**src/rtl/fetch_stage.sv**
```systemverilog
// Instruction-fetch stage: PC/nPC pair for delayed branching, IF/ID register,
// stall / nullify / halt handling.
// Optional macro FETCH_PERF_EN adds saturating fetch_count / stall_count outputs.
module fetch_stage #(
  parameter int unsigned ADDR_W   = 8,
  parameter int unsigned INSTR_W  = 32,
  parameter int unsigned RESET_PC = 0
) (
  input  logic               clk,
  input  logic               reset,
  output logic [ADDR_W-1:0]  imem_addr,
  input  logic [INSTR_W-1:0] imem_instr,
  input  logic               stall,
  input  logic               branch_taken,
  input  logic [ADDR_W-1:0]  branch_target,
  input  logic               nullify,
  input  logic               halt_req,
  output logic [INSTR_W-1:0] if_id_instr,
  output logic [ADDR_W-1:0]  if_id_pc,
  output logic               if_id_valid,
`ifdef FETCH_PERF_EN
  output logic [15:0]        fetch_count,
  output logic [15:0]        stall_count,
`endif
  output logic               halted
);

  localparam logic [ADDR_W-1:0] PC_RST     = ADDR_W'(RESET_PC);
  localparam logic [ADDR_W-1:0] PC_STEP    = ADDR_W'(4);
  localparam logic [ADDR_W-1:0] ALIGN_MASK = ~ADDR_W'(3);

  typedef enum logic [1:0] {
    BOOT = 2'd0,
    RUN  = 2'd1,
    HALT = 2'd2
  } state_t;

  state_t             state_q, state_d;
  logic [ADDR_W-1:0]  pc_q, pc_d;
  logic [ADDR_W-1:0]  npc_q, npc_d;
  logic [ADDR_W-1:0]  npc_next;
  logic [INSTR_W-1:0] instr_q, instr_d;
  logic [ADDR_W-1:0]  ifpc_q, ifpc_d;
  logic               valid_q, valid_d;
  logic               halted_q, halted_d;

  // Memory is combinational, so the PC register drives the address directly
  assign imem_addr = pc_q;

  // Next nPC: word-aligned branch target or sequential (wraps modulo 2^ADDR_W)
  assign npc_next = branch_taken ? (branch_target & ALIGN_MASK) : npc_q + PC_STEP;

  // State and datapath registers
  always_ff @(posedge clk or posedge reset) begin
    if (reset) begin
      state_q  <= BOOT;
      pc_q     <= PC_RST;
      npc_q    <= PC_RST + PC_STEP;
      instr_q  <= '0;
      ifpc_q   <= '0;
      valid_q  <= 1'b0;
      halted_q <= 1'b0;
    end else begin
      state_q  <= state_d;
      pc_q     <= pc_d;
      npc_q    <= npc_d;
      instr_q  <= instr_d;
      ifpc_q   <= ifpc_d;
      valid_q  <= valid_d;
      halted_q <= halted_d;
    end
  end

  // Next-state and datapath update; priority halt_req > nullify > stall > normal
  always_comb begin
    state_d = state_q;
    pc_d    = pc_q;
    npc_d   = npc_q;
    instr_d = instr_q;
    ifpc_d  = ifpc_q;
    valid_d = valid_q;
    case (state_q)
      BOOT: begin
        state_d = RUN;
        instr_d = '0;
        ifpc_d  = '0;
        valid_d = 1'b0;
      end
      RUN: begin
        if (halt_req) begin
          state_d = HALT;
          instr_d = '0;
          ifpc_d  = '0;
          valid_d = 1'b0;
        end else begin
          if (!stall) begin
            pc_d  = npc_q;
            npc_d = npc_next;
          end
          if (nullify) begin
            instr_d = '0;
            ifpc_d  = '0;
            valid_d = 1'b0;
          end else if (!stall) begin
            instr_d = imem_instr;
            ifpc_d  = pc_q;
            valid_d = 1'b1;
          end
        end
      end
      HALT: begin
        instr_d = '0;
        ifpc_d  = '0;
        valid_d = 1'b0;
      end
      default: state_d = BOOT;
    endcase
    halted_d = (state_d == HALT);
  end

  assign if_id_instr = instr_q;
  assign if_id_pc    = ifpc_q;
  assign if_id_valid = valid_q;
  assign halted      = halted_q;

`ifdef FETCH_PERF_EN
  logic        fetch_inc;
  logic        stall_inc;
  logic [15:0] fetch_cnt_q;
  logic [15:0] stall_cnt_q;

  // Events counted: a valid IF/ID load, and a stalled (non-halting) RUN edge
  assign fetch_inc = (state_q == RUN) && !halt_req && !nullify && !stall;
  assign stall_inc = (state_q == RUN) && !halt_req && stall;

  // Saturating performance counters
  always_ff @(posedge clk or posedge reset) begin
    if (reset) begin
      fetch_cnt_q <= '0;
      stall_cnt_q <= '0;
    end else begin
      if (fetch_inc && (fetch_cnt_q != 16'hFFFF)) fetch_cnt_q <= fetch_cnt_q + 16'd1;
      if (stall_inc && (stall_cnt_q != 16'hFFFF)) stall_cnt_q <= stall_cnt_q + 16'd1;
    end
  end

  assign fetch_count = fetch_cnt_q;
  assign stall_count = stall_cnt_q;
`endif

endmodule

```
**config.mk**
```make
export PLATFORM = sky130hd
export DESIGN_NAME = fetch_stage
export DESIGN_NICKNAME = d
export VERILOG_FILES = /design/src/rtl/fetch_stage.sv
export SDC_FILE = /design/constraint.sdc
export NUM_CORES = 1
export LEC_CHECK = 0
export ABC_AREA = 1
export CAP_MARGIN = 20
export CORE_ASPECT_RATIO = 1.4
export CORE_UTILIZATION = 45
export CTS_CLUSTER_DIAMETER = 120
export DETAILED_ROUTE_END_ITERATION = 7
export GPL_ROUTABILITY_DRIVEN = 0
export PLACE_DENSITY = 0.83
export SYNTH_ARGS = -nofsm -noshare
export SYNTH_HDL_FRONTEND = slang
export SYNTH_SLANG_ARGS = --single-unit
```
**constraint.sdc**
```tcl
create_clock -name clk -period 3.6 [get_ports clk]
set_clock_uncertainty 0.15 [all_clocks]
set_input_delay 0.72 -clock clk [delete_from_list [all_inputs] [get_ports clk]]
set_output_delay 0.72 -clock clk [all_outputs]
set_load 0.03 [all_outputs]
```
Word level (Yosys, flattened, before mapping)

Index checks and enable logic that the tools add are counted.

Flip-flop bits (word level): 60
Bits of input ports: 46
Output and inout bits: 50
Word-level logic and storage cells: 34

$add $sub $neg: 1
Eq/ne operators: 4
Mux-type cells: 15
Bitwise gates (word level): 2
Reduce and logical (&&, ||, !) cells: 5

Operators with widths:

| kind                | number |
|---|---|
| $mux 32             | 3 |
| $pmux 32 s2         | 1 |
| $mux 8              | 4 |
| $pmux 8 s2          | 1 |
| $add 8x3->8 const B | 1 |
| $pmux 2 s3          | 1 |
| $eq 2x2->1 const B  | 2 |
| $ne 4x4->1 const B  | 1 |
| $mux 1              | 3 |
| $reduce_and 3->1    | 1 |
| $eq 2x1->1 const B  | 1 |
| $logic_not 2->1     | 1 |
| $mux 2              | 1 |
| $not 1->1           | 2 |
| $pmux 1 s2          | 1 |
| $reduce_and 2->1    | 1 |
| $reduce_bool 2->1   | 1 |
| $reduce_or 2->1     | 1 |

Depth between registers and ports, before layout

Depth in word-level cells: 4
Depth in mapped cells: 8
Depth with buffers taken out: 8

Least setup slack after synthesis

OpenSTA, ideal clock, no wires.

Path type: input -> register
Start: input port halt_req
End: register ifpc_q[2] (netlist: if_id_pc[2])
Setup time: 65 ps
Arrival: 1447 ps
Data required time: 3385 ps
Slack: 1937 ps
Stages: 7
Buffers on the path: 2
Path through: nor2_1 > nand2_4 > nor2_2 > buf_6 > buf_6 > nand2_1 > nand2_1

Longest elaborated chain between the ends: 2
Elaborated cells on any way between the ends: 4
Classes of those cells: eq/ne (1); mux (2); reduce/logical (1)

RTL lines:

| what                                                     | line | source |
|---|---|---|
| start, declared                                          | 17   | `input logic halt_req,` |
| $ne 4x4->1 (no line) or $mux 8 (tied branches)           | n/a  |  |
| $reduce_and 2->1 (no line) or $pmux 8 s2 (tied branches) | n/a  |  |
| end signal, assigned                                     | 68   | `ifpc_q <= ifpc_d;` |
| end, declared                                            | 43   | `logic [ADDR_W-1:0] ifpc_q, ifpc_d;` |

Several ways; a longest one is shown, not always the timed one.
A chain may end at the register's enable or synchronous reset.

Worst setup path after layout

Start: register pc_q[7] (netlist: imem_addr[7])
End: output port imem_addr[7]

RTL lines:

| what                   | line | source |
|---|---|---|
| start, declared        | 39   | `logic [ADDR_W-1:0] pc_q, pc_d;` |
| start signal, assigned | 65   | `pc_q <= pc_d;` |
| end, declared          | 11   | `output logic [ADDR_W-1:0] imem_addr,` |

No word-level cell between the ends.

==> impl_metrics.env <==
export IMPL_postCtsSetupBuffers=0
export IMPL_critPathLaunch="imem_addr[7]$_DFFE_PP0P_"
export IMPL_finalInstanceArea_um2=3300
export IMPL_crit_required_ps=2730
export IMPL_peakVddDrop_mv=0.361
export IMPL_worstSetupPathType="reg2out"
export IMPL_grt_pass1_vias=1829
export IMPL_yosys_area_top_type="dfrtp_1"
export IMPL_cts_tree="done"
export IMPL_finalCritPeriodShare_pct=62.7
export IMPL_drv_slew=0
export IMPL_timing_fmax_mhz=443
export IMPL_rsz0062_at_grt="false"
export IMPL_path_clk_slew_ps=90
export IMPL_synth_seq_area_share_pct=60.7
export IMPL_hold_ws_ps=326
export IMPL_path_cells="clkdlybuf4s50_1"
export IMPL_worstPathMaxFanout=3
export IMPL_post_drt_wl_per_cell_um=12.4
export IMPL_start_util_pct=46.9
export IMPL_clock_path_buffers=2
export IMPL_worstReg2RegStart="state_q[1]$_DFF_PP0_"
export IMPL_yosysWarningCount=0
export IMPL_die_area_um2=5340
export IMPL_post_route_min_period_ps=2260
export IMPL_drtPass1Iterations=6
export IMPL_post_dp_hpwl_um=3750
export IMPL_design_portCount=96
export IMPL_wl_um=5180
export IMPL_die_h_um=86.0
export IMPL_core_area_um2=4840
export IMPL_fillers=373
export IMPL_htreeDepth=2
export IMPL_synth_top_area_share_pct=59.5
export IMPL_hold_path_class="reg2reg"
export IMPL_root_buffer="clkbuf_8"
export IMPL_cp_start_kind="flop"
export IMPL_diodes=0
export IMPL_ys_ff_latch=55
export IMPL_vias=1929
export IMPL_drt_iter0_drc=100
export IMPL_tightestPinTransition_ps=683
export IMPL_slew_headroom_pct=54.5
export IMPL_area_growth_pct=45.5
export IMPL_avgViaCountPerCell=4.61
export IMPL_hold_violations=0
export IMPL_grt_met1_usage_pct=23.4
export IMPL_use_met3_pct=4.68
export IMPL_numPortBuffers=91
export IMPL_finalSetupTns_ps=0
export IMPL_numCtsBuffers=5
export IMPL_hold_start="if_id_instr[18]$_DFFE_PP0P_"
export IMPL_overflow=0
export IMPL_fin_cells=418
export IMPL_grt_first_pass_wirelength_um=8180
export IMPL_drtAntennaViolNets=0
export IMPL_grt_busiest_layer="met2"
export IMPL_placed_cells=410
export IMPL_setup_viol_count_final=0
export IMPL_layout_nets=400
export IMPL_finalWorstSetupSlack_ps=1340
export IMPL_clk_latency_ps=300
export IMPL_p_per_area_nw_per_um2=538
export IMPL_cp_top_family="buffers and inverters"
export IMPL_ctsHoldBuffers=0
export IMPL_synth_area_leaders="dfrtp_1 (60%), nand2_1 (24%), o21ai_0 (2.6%), inv_1 (2.0%), buf_6 (1.5%)"
export IMPL_outcome="finished, final reports clean"
export IMPL_cap_violations=0
export IMPL_cpPeakStageDelay_ps=690
export IMPL_syn_cell_area_um2=2270
export IMPL_dp_slack_ps=1090
export IMPL_antenna_found_initial=0
export IMPL_synthesis_instances=262
export IMPL_crit_arrival_ps=1390
export IMPL_die_w_um=62.0
export IMPL_clock_sinks=55
export IMPL_syn_area_per_cell_um2=8.66
export IMPL_cpMaxStageDelayCell="clkdlybuf4s50_1"
export IMPL_track_usage_pct=20.6
export IMPL_rows=30
export IMPL_grt_max_degree=56
export IMPL_crit_path_end_kind="output pin"
export IMPL_met2_usage_pct=37.1
export IMPL_yosysUniqueCellTypes=25
export IMPL_ctsResizeCount=0
export IMPL_critical_path_buf_inv_count=1
export IMPL_drive_gt1_share_pct=5.37
export IMPL_p_leak_nw=1.66
export IMPL_placed_area_um2=3210
export IMPL_drc=0
-- cell type report --
class / count / area [um2] / area share [%]
clock buffer: 5 / 68.8 / 2.08
clock inverter: 3 / 20.0 / 0.606
inverter: 14 / 52.6 / 1.59
multi-input combinational: 182 / 763 / 23.1
sequential: 55 / 1380 / 41.7
tap: 64 / 80.1 / 2.42
timing repair buffer: 95 / 941 / 28.5
-- layout by cell type, fill, tap and decap left out, drive strengths merged --
cell / instances
nor2: 7
o21ai: 13
o21bai: 1
a31oi: 1
and2: 1
clkdlybuf4s50: 91
a21boi: 1
conb: 2
clkinvlp: 2
o22ai: 1
inv: 13
nand3: 5
dfstp: 1
dfrtp: 54
clkinv: 2
nand2: 145
clkbuf: 5
ha: 1
buf: 4
a21oi: 4
-- sequential cells by signal, indices dropped and copies added (netlist names) --
register / flops
if_id_pc: 7
imem_addr: 6
halted: 1
state_q: 2
if_id_instr: 32
npc_q: 6
if_id_valid: 1
-- final timing paths --
check                                                    to  slack [ps]  cells past startpoint
max in group asynchronous              state_q[0]$_DFF_PP0_        2070                      3
worst min-delay path            if_id_instr[18]$_DFFE_PP0P_         330                      2
worst min register to register  if_id_instr[18]$_DFFE_PP0P_         330                      2
worst max-delay path                           imem_addr[7]        1340                      1
worst max register to register  if_id_instr[20]$_DFFE_PP0P_        1790                      6
min in group asynchronous        if_id_instr[5]$_DFFE_PP0P_         770                      3
-- cell usage after synthesis, drive strengths merged --
master	instances
dfrtp	54
a21boi	1
dfstp	1
conb	1
and2	1
a31oi	1
buf	11
nor2	7
nand2	145
clkinv	1
o21bai	1
ha	1
o22ai	1
o21ai	13
inv	13
clkbuf	1
nand3	5
a21oi	4
-- metrics by stage --
step | total power [mW] | utilization, %
floorplan | 1.21 | -
global placement | 1.44 | 66.4
detailed placement | 1.46 | 66.4
CTS | 1.80 | 68.2
global route | 1.89 | 68.2
finish | 1.78 | 68.2
-- power breakdown --
group	switching [mW]	internal, mW	leakage [nW]
sequential	0.0917	0.729	0.733
clock	0.194	0.136	0.0402
combinational	0.383	0.245	0.889
total	0.669	1.11	1.66
-- logic make-up after synthesis --
group / synth area share [%]
DFF: 60.7
AOI/OAI and AO/OA: 5.13
and+or+nand+nor: 27.3
buffers and inverters: 6.17
adders and majority gates: 0.551
other: 0.165
-- metal layers --
metal / vias to the layer above / routed length [um]
li1: 978 / -
met1: 883 / 2080
met2: 63 / 2780
met3: 5 / 268
met4: 0 / 53
met5: - / 0
Power figures use the tool's default switching activity.
